==> src/rtl/sram_bus_responder.sv <==
// Responder that serves K8088 byte bus cycles from an asynchronous 8-bit SRAM. It paces the
// core with a single-clock ce pulse. Optional one-entry read cache: define LAST_READ_CACHE_EN.
module sram_bus_responder #(
  parameter int unsigned WAIT_STATES = 2
) (
  input  logic        clock,
  input  logic        reset,
  input  logic        stall,
  input  logic [19:0] address,
  input  logic [7:0]  out,
  input  logic        we,
  output logic [7:0]  in,
  output logic        ce,
  output logic [19:0] sram_addr,
  output logic [7:0]  sram_dout,
  input  logic [7:0]  sram_din,
  output logic        sram_ce_n,
  output logic        sram_oe_n,
  output logic        sram_we_n
);

  localparam logic [3:0] WaitInit = 4'(WAIT_STATES);

  typedef enum logic [1:0] {StIdle, StAccess, StStrobe} state_e;

  state_e      state_q, state_d;
  logic [3:0]  cnt_q, cnt_d;
  logic [19:0] addr_q, addr_d;
  logic [7:0]  dout_q, dout_d;
  logic        we_q, we_d;
  logic [7:0]  in_q, in_d;

`ifdef LAST_READ_CACHE_EN
  logic        valid_q, valid_d;
  logic [19:0] tag_q, tag_d;
  logic [7:0]  data_q, data_d;
  logic        hit;

  assign hit = !we && valid_q && (tag_q == address);
`endif

  always_comb begin
    state_d = state_q;
    cnt_d   = cnt_q;
    addr_d  = addr_q;
    dout_d  = dout_q;
    we_d    = we_q;
    in_d    = in_q;
`ifdef LAST_READ_CACHE_EN
    valid_d = valid_q;
    tag_d   = tag_q;
    data_d  = data_q;
`endif
    case (state_q)
      StIdle: begin
        if (!stall) begin
          addr_d  = address;
          dout_d  = out;
          we_d    = we;
          cnt_d   = WaitInit;
          state_d = StAccess;
`ifdef LAST_READ_CACHE_EN
          // Read hit skips the SRAM entirely and strobes on the next clock.
          if (hit) begin
            in_d    = data_q;
            state_d = StStrobe;
          end
`endif
        end
      end
      StAccess: begin
        if (cnt_q == 4'd0) begin
          in_d    = we_q ? dout_q : sram_din;
          state_d = StStrobe;
`ifdef LAST_READ_CACHE_EN
          if (!we_q) begin
            valid_d = 1'b1;
            tag_d   = addr_q;
            data_d  = sram_din;
          end else if (valid_q && (tag_q == addr_q)) begin
            data_d = dout_q;
          end
`endif
        end else begin
          cnt_d = cnt_q - 4'd1;
        end
      end
      StStrobe: state_d = StIdle;
      default:  state_d = StIdle;
    endcase
  end

  always_ff @(posedge clock) begin
    if (reset) begin
      state_q <= StIdle;
      cnt_q   <= 4'd0;
      addr_q  <= 20'd0;
      dout_q  <= 8'd0;
      we_q    <= 1'b0;
      in_q    <= 8'd0;
`ifdef LAST_READ_CACHE_EN
      valid_q <= 1'b0;
      tag_q   <= 20'd0;
      data_q  <= 8'd0;
`endif
    end else begin
      state_q <= state_d;
      cnt_q   <= cnt_d;
      addr_q  <= addr_d;
      dout_q  <= dout_d;
      we_q    <= we_d;
      in_q    <= in_d;
`ifdef LAST_READ_CACHE_EN
      valid_q <= valid_d;
      tag_q   <= tag_d;
      data_q  <= data_d;
`endif
    end
  end

  // SRAM strobes are decoded from registered state so they are only active in ACCESS.
  assign ce        = (state_q == StStrobe);
  assign in        = in_q;
  assign sram_addr = addr_q;
  assign sram_dout = dout_q;
  assign sram_ce_n = (state_q != StAccess);
  assign sram_oe_n = !((state_q == StAccess) && !we_q);
  assign sram_we_n = !((state_q == StAccess) && we_q);

endmodule

==> config.mk <==
export PLATFORM = sky130hd
export DESIGN_NAME = sram_bus_responder
export DESIGN_NICKNAME = d
export VERILOG_FILES = /design/src/rtl/sram_bus_responder.sv
export SDC_FILE = /design/constraint.sdc
export NUM_CORES = 1
export LEC_CHECK = 0
export CAP_MARGIN = 30
export CORE_MARGIN = 2
export CORE_UTILIZATION = 36
export DETAILED_ROUTE_END_ITERATION = 12
export PLACE_DENSITY = 0.76
export REMOVE_ABC_BUFFERS = 1
export SYNTH_ARGS = -nofsm -noshare
export SYNTH_HDL_FRONTEND = slang
export SYNTH_SLANG_ARGS = --single-unit
==> constraint.sdc <==
create_clock -name clock -period 1.73 [get_ports clock]
set_clock_uncertainty 0.05 [all_clocks]
set_input_delay 0.346 -clock clock [delete_from_list [all_inputs] [get_ports clock]]
set_output_delay 0.346 -clock clock [all_outputs]
set_load 0.02 [all_outputs]
==> out/results.md <==
* **number of max-slew violations in the final report** 0
* **net total in the final layout** 324
* **synth cell count leaders** sky130_fd_sc_hd__nand2_1, sky130_fd_sc_hd__dfxtp_1, sky130_fd_sc_hd__a21oi_1
* **Setup violations, final** 0
* **post-route minimum period** 1.67 ns
* **routed length per placed instance** 12.2 um
* **I/O Buffers** 79
* **peak ir drop on the vdd network** 478 uV
* **maximum clock insertion buffer count** 2
* **CTS hold repair buffers** 0
* **Core Util, Final** 59.9%
* **worst-path maximum fanout** 3
* **GRT Overall Usage** 15.6%
* **kind of launch point of the worst setup path** flip-flop
* **H-tree lvl count** 2
* **crit path cell chain** clkdlybuf4s50_1
* **Unique masters post-synth** 23
* **proportion of layout cells with a drive suffix above 1** 9.89%
* **cell chosen for the clock root** sky130_fd_sc_hd__clkbuf_8
* **io pins** 80
* **library cell with the highest instance count after synthesis** sky130_fd_sc_hd__nand2_1
* **TritonCTS clock tree** done
* **worst slew margin relative to its limit** 81.2%
* **master of the slowest instance on the critical path** sky130_fd_sc_hd__clkdlybuf4s50_1
* **register area share after synthesis** 51.7%
* **final weighted congestion in routability-driven placement** 0.838
* **Worst path max stage delay** 0.63 ns
* **post-synthesis cell type with the largest combined area** sky130_fd_sc_hd__dfxtp_1
* **post-detailed-placement half-perimeter wirelength** 2980 um
* **total overflow reported by the global router** 0
* **final-layout fill cell count** 406
* **Post-synth EDFFs** 0
* **highest achievable clock rate** 599 MHz
* **proportion of register bits with asynchronous set or reset after synthesis** 0%
* **WS Path Type** reg -> out
* **largest cells by area after synthesis** sky130_fd_sc_hd__dfxtp_1, sky130_fd_sc_hd__nand2_1, sky130_fd_sc_hd__a21oi_1, sky130_fd_sc_hd__mux2i_1, sky130_fd_sc_hd__a211oi_1
* **Routed Wire Length** 4080 um
* **routed via count** 1,613
* **starting density of the core** 37.7%
* **class of the tightest hold or removal check** reg -> reg
* **pin slew with the least headroom to its limit** 0.280 ns
* **Core Box Area** 0.00441 sq mm
* **initial antenna violation count** 0
* **pin count of the biggest net entering global routing** 24
* **Synth top area share** 51.7%
* **first drt pass iteration count** 4
* **Clock Pin Slew Worst Setup and Hold Paths** 0.08 ns
* **Post-route DRC** 0
* **endpoint kind of the worst setup timing path** output port
* **Final period util** 96.5%
* **hold violation total from the final report** 0
* **Power, Total** 0.00247 W
* **mean instance size in the synthesized netlist** 8.37 sq um
* **buffering stage count on the worst path with inverters included** 1
* **arrival time reported for the critical path endpoint** 1.27 ns
* **clock insertion delay at the later pin of the skew report** 0.29 ns
* **synth warn** 0
* **number of buffers created by CTS** 5
* **predominant post-synthesis flop cell** sky130_fd_sc_hd__dfxtp_1
* **leakage power** 0.986 nW
* **accumulated negative setup slack** 0 ns
* **first-pass GRT wire length** 6380 um
* **floorplan row count** 24
* **total power density per cell area** 935 mW/mm^2
* **data required time at the worst endpoint** 1.33 ns
* **non-filler instance count after layout** 335
* **vias in the first global route** 1,446
* **die outline area** 0.00519 sq mm
* **Syn Inst Count** 199
* **cell area after synthesis** 0.00167 sq mm
* **horizontal die dimension** 72.0 um
* **number of flip-flops and latches in the synthesized netlist** 43
* **detailed router's first-iteration violation count** 60
* **diode count** 0
* **family with the most delay on the worst path** buffers and inverters
* **vias per std cell** 4.81
* **Maximum Capacitance Violations** 0
* **Post-Place Cells** 326
* **relative area change from synthesis to final layout** 58.9%
* **Sink Count** 43
* **antenna violation net count after detailed routing** 0
* **DIE HEIGHT** 72.0 um
* **run status** completed
area by class of cell:
class	instances	area [sq um]	share of cell area, %
well taps	52	65.1	2.46
clock inverters	1	5.00	0.189
multi-input cells	140	758	28.7
flip-flops and latches	43	863	32.6
clock buffers	7	76.3	2.88
inverters	3	11.3	0.426
repair buffers	89	867	32.8
cell usage in the layout (no fill, tap or decap), drive strengths merged, types with 2 or more instances in the layout:
master,instances
nand2,61
clkbuf,9
nor3,4
a21oi,31
nor2,13
or3,3
ha,2
inv,3
clkdlybuf4s50,75
a211oi,9
dfxtp,43
mux2i,10
buf,10
what timing repair did:
| item | in CTS | in global routing |
|---|---|---|
| buffers inserted | 1 | 0 |
| pin swaps | 1 | 0 |
| setup endpoints to repair | 6 | 8 |
| gates resized for setup | 4 | 12 |
power by group:
part / internal, W / total, W / switching, W / leakage (nW)
logic: 0.000365 / 0.000724 / 0.000360 / 0.590
registers: 0.00109 / 0.00115 / 0.0000594 / 0.354
clock network: 0.000283 / 0.000604 / 0.000321 / 0.0422
total: 0.00173 / 0.00247 / 0.000740 / 0.986
worst register-to-register path, stage by stage (launching register included):
cell and delay [ns]:
sky130_fd_sc_hd__dfxtp_2 0.33, sky130_fd_sc_hd__inv_1 0.08, sky130_fd_sc_hd__ha_1 0.16, sky130_fd_sc_hd__or3b_4 0.41, sky130_fd_sc_hd__nor2_4 0.14, sky130_fd_sc_hd__buf_12 0.15
sky130_fd_sc_hd__nor2_1 0.06, sky130_fd_sc_hd__a211oi_2 0.20
per-layer routing:
metal  track usage [%]  share of wire, %  vias up  wire length [um]
met5                 0                 0        -                 0
met4              3.77              0.61        0                25
met3              7.08                10        5               417
met2              25.0                46       64              1880
met1              19.3                43      721              1760
li1                  -                 -      823                 -
stage by stage:
stage          hold WS [ns]  cell area (sq um)  worst slack, ns
6_report              0.406               2650           0.0599
5_1_grt               0.430               2650          -0.0146
4_1_cts               0.407               2630          0.00989
3_5_place_dp          0.396               2530          -0.0375
3_3_place_gp          0.391               2530          -0.0297
2_1_floorplan         0.365               1610           -0.157
flip-flops by register name, indices dropped and copies added (netlist names):
register,count
sram_dout,8
in,8
we_q,1
sram_addr,20
state_q,2
cnt_q,4
logic make-up after synthesis:
kind of cell	share of synthesized area, %
buf+inv	4.21
simple gates	22.9
mux	6.01
flops	51.7
fa+ha+maj	1.50
compound gates	13.7
final timing paths:
| check | startpoint | endpoint | slack [ns] | depth (start not counted) |
|---|---|---|---|---|
| setup / recovery | sram_dout[4] | sram_dout[4] | 0.06 | 1 |
| hold / removal | sram_addr[13] | sram_addr[13] | 0.41 | 2 |
| setup reg to reg | cnt_q[0] | in[7] | 0.08 | 7 |
| hold reg to reg | sram_addr[13] | sram_addr[13] | 0.41 | 2 |
Power figures use the tool's default switching activity.
